==> config.mk <==
export PLATFORM = sky130hd
export DESIGN_NAME = mul_div_unit
export DESIGN_NICKNAME = d
export VERILOG_FILES = /design/src/rtl/muldiv_pkg.sv /design/src/rtl/muldiv_signfix.sv /design/src/rtl/mul_div_unit.sv
export SDC_FILE = /design/constraint.sdc
export NUM_CORES = 1
export LEC_CHECK = 0
export CORE_UTILIZATION = 60
export CTS_BUF_LIST = sky130_fd_sc_hd__clkbuf_8
export DETAILED_ROUTE_END_ITERATION = 8
export PLACE_DENSITY = 0.8
export SETUP_SLACK_MARGIN = 0.05
export SLEW_MARGIN = 20
export SYNTH_ARGS = -nofsm -noshare
export SYNTH_HDL_FRONTEND = slang
export SYNTH_SLANG_ARGS = --single-unit
==> constraint.sdc <==
create_clock -name Clock -period 5.7 [get_ports Clock]
set_clock_uncertainty 0.2 [all_clocks]
set_input_delay 1.14 -clock Clock [delete_from_list [all_inputs] [get_ports Clock]]
set_output_delay 1.14 -clock Clock [all_outputs]
set_load 0.01 [all_outputs]
==> src/rtl/muldiv_pkg.sv <==
// Shared encodings for the iterative multiply/divide unit.
// Op encoding follows the CPU decode of MULT/MULTU/DIV/DIVU.
package muldiv_pkg;

  localparam int ITER = 32;

  typedef enum logic [1:0] {
    OP_MULT  = 2'b00,
    OP_MULTU = 2'b01,
    OP_DIV   = 2'b10,
    OP_DIVU  = 2'b11
  } op_e;

  typedef enum logic [1:0] {
    IDLE = 2'b00,
    CALC = 2'b01,
    FIX  = 2'b10
  } state_e;

endpackage

==> src/rtl/muldiv_signfix.sv <==
// Sign correction applied to the unsigned magnitude result in FIX:
// negates the 64-bit product, or the quotient and remainder independently.
module muldiv_signfix
  import muldiv_pkg::*;
#(
  parameter int WIDTH = ITER
) (
  input  logic             is_div,
  input  logic             neg_q,
  input  logic             neg_r,
  input  logic [WIDTH-1:0] hi_in,
  input  logic [WIDTH-1:0] lo_in,
  output logic [WIDTH-1:0] hi_out,
  output logic [WIDTH-1:0] lo_out
);

  logic [2*WIDTH-1:0] prod_neg;

  assign prod_neg = -{hi_in, lo_in};

  always_comb begin
    hi_out = hi_in;
    lo_out = lo_in;
    if (!is_div) begin
      if (neg_q) {hi_out, lo_out} = prod_neg;
    end else begin
      if (neg_r) hi_out = -hi_in;
      if (neg_q) lo_out = -lo_in;
    end
  end

endmodule

==> src/rtl/mul_div_unit.sv <==
// Iterative multiply/divide unit feeding the HI/LO registers.
// Optional MULDIV_FAST_MUL_EN replaces the shift-add multiply with a one-cycle multiplier.
//
// state | meaning
// IDLE  | waiting for Start; MTHI/MTLO honoured
// CALC  | one multiply or divide bit per cycle, counter runs down
// FIX   | sign correction, HI/LO written, Done next cycle
module mul_div_unit
  import muldiv_pkg::*;
#(
  parameter int WIDTH = ITER
) (
  input  logic             Clock,
  input  logic             Reset,
  input  logic             Start,
  input  logic [1:0]       Op,
  input  logic [WIDTH-1:0] A,
  input  logic [WIDTH-1:0] B,
  input  logic             HiWrite,
  input  logic             LoWrite,
  input  logic [WIDTH-1:0] WData,
  output logic             Busy,
  output logic             Done,
  output logic             DivZero,
  output logic [WIDTH-1:0] Hi,
  output logic [WIDTH-1:0] Lo
);

  localparam int CNT_W = $clog2(WIDTH);
  localparam int W2    = 2 * WIDTH;

  state_e             state, state_nxt;
  op_e                op_in, op_q;
  logic [CNT_W-1:0]   cnt;
  logic [W2-1:0]      acc, acc_init;
  logic [WIDTH:0]     rem;
  logic [WIDTH-1:0]   dvsr, a_orig, a_mag, b_mag;
  logic [WIDTH-1:0]   hi_q, lo_q, fix_hi, fix_lo;
  logic               neg_q, neg_r, b_zero, done_q, divzero_q;
  logic               signed_in, div_in, is_div, fast_start;
  logic [WIDTH:0]     mul_sum;
  logic [WIDTH+1:0]   rem_sh, rem_diff;

  assign op_in     = op_e'(Op);
  assign signed_in = (op_in == OP_MULT) || (op_in == OP_DIV);
  assign div_in    = (op_in == OP_DIV) || (op_in == OP_DIVU);
  assign is_div    = (op_q == OP_DIV) || (op_q == OP_DIVU);
  assign a_mag     = (signed_in && A[WIDTH-1]) ? -A : A;
  assign b_mag     = (signed_in && B[WIDTH-1]) ? -B : B;

`ifdef MULDIV_FAST_MUL_EN
  assign fast_start = !div_in;
  assign acc_init   = div_in ? {{WIDTH{1'b0}}, a_mag} : W2'(a_mag) * W2'(b_mag);
`else
  assign fast_start = 1'b0;
  assign acc_init   = {{WIDTH{1'b0}}, a_mag};
`endif

  // multiplier bits are consumed from acc[0]; product grows in from the top
  assign mul_sum  = {1'b0, acc[W2-1:WIDTH]} + (acc[0] ? {1'b0, dvsr} : '0);
  assign rem_sh   = {rem, acc[WIDTH-1]};
  assign rem_diff = rem_sh - {2'b00, dvsr};

  always_ff @(posedge Clock or negedge Reset) begin
    if (!Reset) state <= IDLE;
    else        state <= state_nxt;
  end

  always_comb begin
    state_nxt = state;
    case (state)
      IDLE:    if (Start) state_nxt = fast_start ? FIX : CALC;
      CALC:    if (cnt == '0) state_nxt = FIX;
      FIX:     state_nxt = IDLE;
      default: state_nxt = IDLE;
    endcase
  end

  muldiv_signfix #(.WIDTH(WIDTH)) u_signfix (
    .is_div (is_div),
    .neg_q  (neg_q),
    .neg_r  (neg_r),
    .hi_in  (is_div ? rem[WIDTH-1:0] : acc[W2-1:WIDTH]),
    .lo_in  (acc[WIDTH-1:0]),
    .hi_out (fix_hi),
    .lo_out (fix_lo)
  );

  always_ff @(posedge Clock or negedge Reset) begin
    if (!Reset) begin
      op_q      <= OP_MULT;
      cnt       <= '0;
      acc       <= '0;
      rem       <= '0;
      dvsr      <= '0;
      a_orig    <= '0;
      neg_q     <= 1'b0;
      neg_r     <= 1'b0;
      b_zero    <= 1'b0;
      hi_q      <= '0;
      lo_q      <= '0;
      done_q    <= 1'b0;
      divzero_q <= 1'b0;
    end else begin
      done_q <= (state == FIX);
      case (state)
        IDLE: begin
          if (HiWrite) hi_q <= WData;
          if (LoWrite) lo_q <= WData;
          if (Start) begin
            op_q      <= op_in;
            acc       <= acc_init;
            rem       <= '0;
            dvsr      <= b_mag;
            a_orig    <= A;
            neg_q     <= signed_in && (A[WIDTH-1] ^ B[WIDTH-1]);
            neg_r     <= signed_in && A[WIDTH-1];
            b_zero    <= (B == '0);
            divzero_q <= 1'b0;
            cnt       <= CNT_W'(WIDTH - 1);
          end
        end
        CALC: begin
          cnt <= cnt - CNT_W'(1);
          if (is_div) begin
            rem              <= rem_diff[WIDTH+1] ? rem_sh[WIDTH:0] : rem_diff[WIDTH:0];
            acc[WIDTH-1:0]   <= {acc[WIDTH-2:0], ~rem_diff[WIDTH+1]};
          end else begin
            acc <= {mul_sum, acc[WIDTH-1:1]};
          end
        end
        FIX: begin
          if (is_div && b_zero) begin
            hi_q      <= a_orig;
            lo_q      <= '1;
            divzero_q <= 1'b1;
          end else begin
            hi_q <= fix_hi;
            lo_q <= fix_lo;
          end
        end
        default: ;
      endcase
    end
  end

  assign Busy    = (state != IDLE);
  assign Done    = done_q;
  assign DivZero = divzero_q;
  assign Hi      = hi_q;
  assign Lo      = lo_q;

endmodule

# After elaboration in Yosys (flattened, before gate mapping)
# Cells that the tools add are included.
# W data, S select, Z words.
dict set report word_totals {
  ff_bits 239
  output_inout_bits 67
  wordCells 90
}
dict set report classes {
  add_sub_neg 8
  n_eq_ne 12
  mux 32
  bitwise_logic 2
  reduce_logical 21
}
# cell n
set ops {}
lappend ops {{$mux W32} 16}
lappend ops {{$neg A32 Y32} 4}
lappend ops {{$pmux W32 S2} 2}
lappend ops {{$pmux W64 S2} 1}
lappend ops {{$mux W33} 3}
lappend ops {{$pmux W33 S2} 1}
lappend ops {{$mux W64} 1}
lappend ops {{$neg A64 Y64} 1}
lappend ops {{$sub A34 B32 Y34} 1}
lappend ops {{$add A32 B32 Y33} 1}
lappend ops {{$logic_not A32 Y1} 1}
lappend ops {{$ne A2 B2 Y1 const B} 6}
lappend ops {{$pmux W5 S2} 1}
lappend ops {{$reduce_and A2 Y1} 5}
lappend ops {{$reduce_and A3 Y1} 3}
lappend ops {{$eq A2 B2 Y1 const B} 4}
lappend ops {{$reduce_bool A2 Y1} 3}
lappend ops {{$logic_not A5 Y1} 1}
lappend ops {{$mux W5} 1}
lappend ops {{$sub A5 B1 Y5 const B} 1}
lappend ops {{$logic_and A1 B1 Y1} 4}
lappend ops {{$logic_not A2 Y1} 2}
lappend ops {{$mux W2} 2}
lappend ops {{$pmux W2 S2} 1}
lappend ops {{other kinds (7)} 9}

# Depth between registers and ports, before layout
dict set report depth {
  depth_word 8
  ltp_mapped 18
  mapped_depth_nobuf 13
}

# Modules after synthesis
# A second synthesis with hierarchy kept.
dict set report hier_totals {
  cells_unflattened 2193
  hier_area_um2 17698.2
}
# mod n_inst cells_per_inst area_per_inst_um2 seq_area_each_um2
set by_module_without_submodules {}
lappend by_module_without_submodules {mul_div_unit 1 1909 15879.0 5955.7}
lappend by_module_without_submodules {muldiv_signfix 1 284 1819.2 0.0}

# Worst setup path before layout
# OpenSTA, ideal clock, no wires.
dict set report synth_path {
  path_type {flip-flop to flip-flop}
  start {reg op_q[1]}
  end {reg hi_q[28] (netlist: Hi[28])}
  setup_time_ns 0.104
  arrival_ns 3.951
  required_time_ns 5.396
  slack_ns 1.445
  path_stages_with_launch 17
  synth_period_minus_slack_ns 4.255
  cell_sequence {dfrtp_1 > buf_2 > buf_2 > buf_2 > buf_4 > buf_2 > buf_2 > clkbuf_1 > clkbuf_1 > mux2i_1 > ha_1 > o21ai_0 > or3_1 > or4_1 > o21ai_0 > xor2_1 > a221oi_1}
}
dict set report synth_between {
  elab_chain_len 8
  elab_cells_between_ends 12
  classes_between {add/sub: 2; eq/ne: 2; mux: 6; reduce/logical: 2}
}
# element line_no
set synth_lines {}
lappend synth_lines {{start: declaration} mul_div_unit.sv:33} ;# op_e op_in, op_q;
lappend synth_lines {{start signal: assignment} mul_div_unit.sv:111} ;# op_q <= op_in;
lappend synth_lines {{$eq A2 B2 Y1} mul_div_unit.sv:47} ;# assign is_div = (op_q == OP_DIV) || (op_q == OP_DIVU);
lappend synth_lines {{$logic_or A1 B1 Y1 *} mul_div_unit.sv:47}
lappend synth_lines {{$mux W32} mul_div_unit.sv:83} ;# .hi_in (is_div ? rem[WIDTH-1:0] : acc[W2-1:WIDTH]),
lappend synth_lines {{$neg A64 Y64 or $neg A32 Y32 (tied branches)} {muldiv_signfix.sv:19, muldiv_signfix.sv:27}}
lappend synth_lines {{$mux W32, on equally long branches} {muldiv_signfix.sv:25, muldiv_signfix.sv:27}}
lappend synth_lines {{$mux W32} muldiv_signfix.sv:24} ;# if (!is_div) begin
lappend synth_lines {{$mux W32 *} mul_div_unit.sv:133} ;# if (is_div && b_zero) begin
lappend synth_lines {{$pmux W32 S2 *} mul_div_unit.sv:106} ;# case (state)
lappend synth_lines {{end signal: assignment} mul_div_unit.sv:108} ;# if (HiWrite) hi_q <= WData;
lappend synth_lines {{end signal: assignment} mul_div_unit.sv:134} ;# hi_q <= a_orig;
lappend synth_lines {{end signal: assignment} mul_div_unit.sv:138} ;# hi_q <= fix_hi;
lappend synth_lines {{end: declaration} mul_div_unit.sv:38} ;# logic [WIDTH-1:0] hi_q, lo_q, fix_hi, fix_lo;
# Mark *: on every way between the ends. The rest lies on a longest branch, timed or not.
# A chain may end at the register's enable or synchronous reset.

# Final worst setup path
dict set report layout_path {
  start {reg acc[0]}
  end {reg acc[60]}
}
dict set report layout_between {
  elab_chain_len 4
}
# element line_no
set layout_lines {}
lappend layout_lines {{start: declaration} mul_div_unit.sv:35} ;# logic [W2-1:0] acc, acc_init;
lappend layout_lines {{start signal: assignment} mul_div_unit.sv:112} ;# acc <= acc_init;
lappend layout_lines {{start signal: indexed assignment} mul_div_unit.sv:127} ;# acc[WIDTH-1:0] <= {acc[WIDTH-2:0], ~rem_diff[WIDTH+1]};
lappend layout_lines {{start signal: assignment} mul_div_unit.sv:129} ;# acc <= {mul_sum, acc[WIDTH-1:1]};
lappend layout_lines {{$mux W32} mul_div_unit.sv:60} ;# assign mul_sum = {1'b0, acc[W2-1:WIDTH]} + (acc[0] ? {1'b0, dvsr} : '0);
lappend layout_lines {{$add A32 B32 Y33} mul_div_unit.sv:60}
lappend layout_lines {{$mux W32} mul_div_unit.sv:125} ;# if (is_div) begin
lappend layout_lines {{$pmux W64 S2} mul_div_unit.sv:106}
# Every way passes these cells. The select of a mux whose other input is x is not followed.

==> results.md <==
* Status: completed
* Fmax at 231.9 MHz
* Max VDD drop at 0.5444 mV
* Share of layout cells above drive strength 1 at 5.970%
* Synth top cells by count: nand2_1, dfrtp_1, o21ai_0
* CTS Hold Bufs at 0
* Final WL at 59.02 mm
* Met3 WL post-DR at 5.050 mm
* CP required at 5.92 ns
* Area leader, netlist: dfrtp_1
* # IOs at 170
* CTS H-tree lvls at 2
* Routed length on met2 at 26.93 mm
* Synthesized instance count at 2217
* Top layer in use: met4
* Tcrit/Tclk final at 75.65%
* Dpl hpwl at 44.71 mm
* Diodes inserted at 0
* Slew HR at 27.36%
* CP max FO at 15
* Minimum clock period at 4.312 ns
* Register share of total power at 26.8%
* Async S/R FF share, synth at 100.0%
* Met1 WL at 23.39 mm
* Net Count, Synth at 2392
* Antenna viol nets, final at 0
* Count leader, synth: nand2_1
* Site Rows at 62
* Final GP Congestion at 1.015
* Synth top area cells: dfrtp_1, nand2_1, o21ai_0
* Post-Place Cell Area at 19640 µm²
* Post-synth EDFFs at 0
* Worst skew pair latency at 0.58 ns
* Lkg Pwr at 0.008671 µW
* CTS Buf Count at 43
* Switch Pwr at 6731 µW
* Worst endpoint data arrival time at 4.54 ns
* Seq cells post-synth at 238
* Vias post-DR at 17.79k
* Synthesized cell area at 17740 µm²
* Startpoint Class: flip-flop
* Mean post-synth cell area at 8.003 µm²
* Final setup fails at 0
* Worst hold path type: flip-flop to flip-flop
* Die Area at 30260 µm²
* Switching part of the total at 49.51%
* Starting DRT DRC Count at 1744
* Clk pwr share at 12.7%
* GRT Overall Usage at 39.30%
* Clock Sinks at 238
* DR DRC count at 0
* RSZ-0062 raised after global routing: false
* Cells after DPL at 2665
* Setup TNS at 0 ns
* Total grt overflow at 0
* Kind of critical path: flip-flop to flip-flop
* Area added between synthesis and finish at 16.08%
* CTS tree: built
* Routed via count divided by cell count at 6.480
* PortBufs at 169
* Max Cap Viol at 0
* Fin. max-slew vios at 0
* Initial core utilization at 61.32%
* Cell variety after synth at 85
* Die Wd at 174.0 µm
* Largest net degree at the start of global routing at 108
* DR WL/cell at 21.49 µm
* Hold Fails Final Rpt at 0
* Pint at 6863 µW
* Top_reg_cell synth: dfrtp_1
* DRT Pass-1 Iters at 6
* Hold Slack at 0.2779 ns
* Seq/Total Area, Yosys at 33.57%
* Final instance area at 20600 µm²
* Initial antenna violation count at 1
* Synth warnings at 0
* Critical path capture point type: flip-flop
* Clk buf depth at 3
* Clock Pin Slew Worst Setup and Hold Paths at 0.06 ns
* PwrDens at 660.1 nW/µm²
* Slew at the pin with the worst max-slew slack at 1.088 ns
* Yosys top cell area share at 33.57%
* Cell Count, Final, Fillers Out at 2746
* Die outline height at 174.0 µm
* Clk root buf: clkbuf_8
* CTS resizes at 0
* Setup Buffers After CTS at 0
* First-pass GRT wire length at 93.23 mm
* Placeable Area at 28940 µm²
* Combinational share of power at 60.5%
* Fin nets at 2502
* Vias in the first global route at 17.10k
metal layers:
| layer | up-vias | GRT usage [%] |
|---|---|---|
| met4 | 0 | 23.39 |
| met1 | 8424 | 48.93 |
| met5 | - | 0 |
| li1 | 8197 | - |
| met2 | 964 | 63.85 |
| met3 | 208 | 7.196 |
worst max-delay path, cell delays in order (launching register included):
cell and delay [ns]:
dfrtp_1 0.50, inv_1 0.47, nor2_1 0.11, ha_1 0.36, a21oi_1 0.17, nor2b_1 0.07, o311ai_0 0.81, a211oi_1 0.27
nor4_1 0.54, o21ai_0 0.19, a21oi_1 0.21, xor2_1 0.15, o21ai_0 0.09
registers in the layout (all words and copies together), names as in the netlist:
signal	count
Done	1
neg_r	1
cnt	5
state	2
op_q	1
dvsr	32
DivZero	1
Lo	32
Hi	32
a_orig	32
acc	64
neg_q	1
rem	33
b_zero	1
per-stage QoR:
step           utilization, %  worst slack, ns  total power [µW]
5_1_grt                 71.18           0.9917             14620
3_3_place_gp            67.87            1.370             11430
2_1_floorplan               -            1.445              9112
4_1_cts                 71.09            1.485             13410
3_5_place_dp            67.87            1.303             11660
6_report                71.18            1.388             13590
final timing paths:
check                               startpoint             endpoint  slack [ns]  depth (start not counted)
max in group asynchronous                Reset  rem[28]$_DFFE_PN0P_        3.81                          2
min in group asynchronous                Reset  acc[10]$_DFFE_PN0P_        0.35                          1
min                        dvsr[8]$_DFFE_PN0P_  dvsr[8]$_DFFE_PN0P_        0.28                          2
min reg2reg                dvsr[8]$_DFFE_PN0P_  dvsr[8]$_DFFE_PN0P_        0.28                          2
max reg2reg                 acc[0]$_DFFE_PN0P_  acc[60]$_DFFE_PN0P_        1.39                         12
max                         acc[0]$_DFFE_PN0P_  acc[60]$_DFFE_PN0P_        1.39                         12
layout by cell type, fill, tap and decap left out, types with 18 or more instances in the layout:
cell type and count:
clkbuf_8 56, o221ai_1 20, a21oi_1 158, o21ai_0 234
xnor2_1 103, nor4_1 22, nand2b_1 25, clkdlybuf4s50_1 168
o21ai_1 18, mux2i_1 50, nand2_1 334, nor3_1 56
inv_1 80, nand3_1 40, or3_1 32, nor3b_1 19
o31ai_1 23, dfrtp_1 237, a31oi_1 21, ha_1 70
o211ai_1 32, nor2_1 152, buf_4 27, o22ai_1 50
xor2_1 83, nor2b_1 22
area by class of cell:
| type | count | area, µm² |
|---|---|---|
| repair buffers | 198 | 1939 |
| clock inverters | 24 | 161.4 |
| well taps | 384 | 480.5 |
| inverters | 69 | 259.0 |
| fillers | 2321 | 8339 |
| clock buffers | 56 | 770.7 |
| multi-input cells | 1777 | 11030 |
| flip-flops and latches | 238 | 5959 |
power by group through the flow:
stage          clock network, µW  registers, µW  logic, µW
5_1_grt                     1820           3720       9070
4_1_cts                     1740           3590       8080
3_3_place_gp                   0           3590       7850
2_1_floorplan                  0           3200       5910
6_report                    1730           3650       8220
3_5_place_dp                   0           3620       8050
cell families after synthesis:
logic type | after synthesis | synth area share (%)
and+or+nand+nor | 782 | 21.08
AOI/OAI and AO/OA | 681 | 23.24
DFF | 238 | 33.57
buffers and inverters | 202 | 4.541
xor gates and xnor gates | 187 | 9.273
adders and majority gates | 72 | 5.162
muxes | 55 | 3.138
No activity file was read; power rests on OpenSTA's default activity.
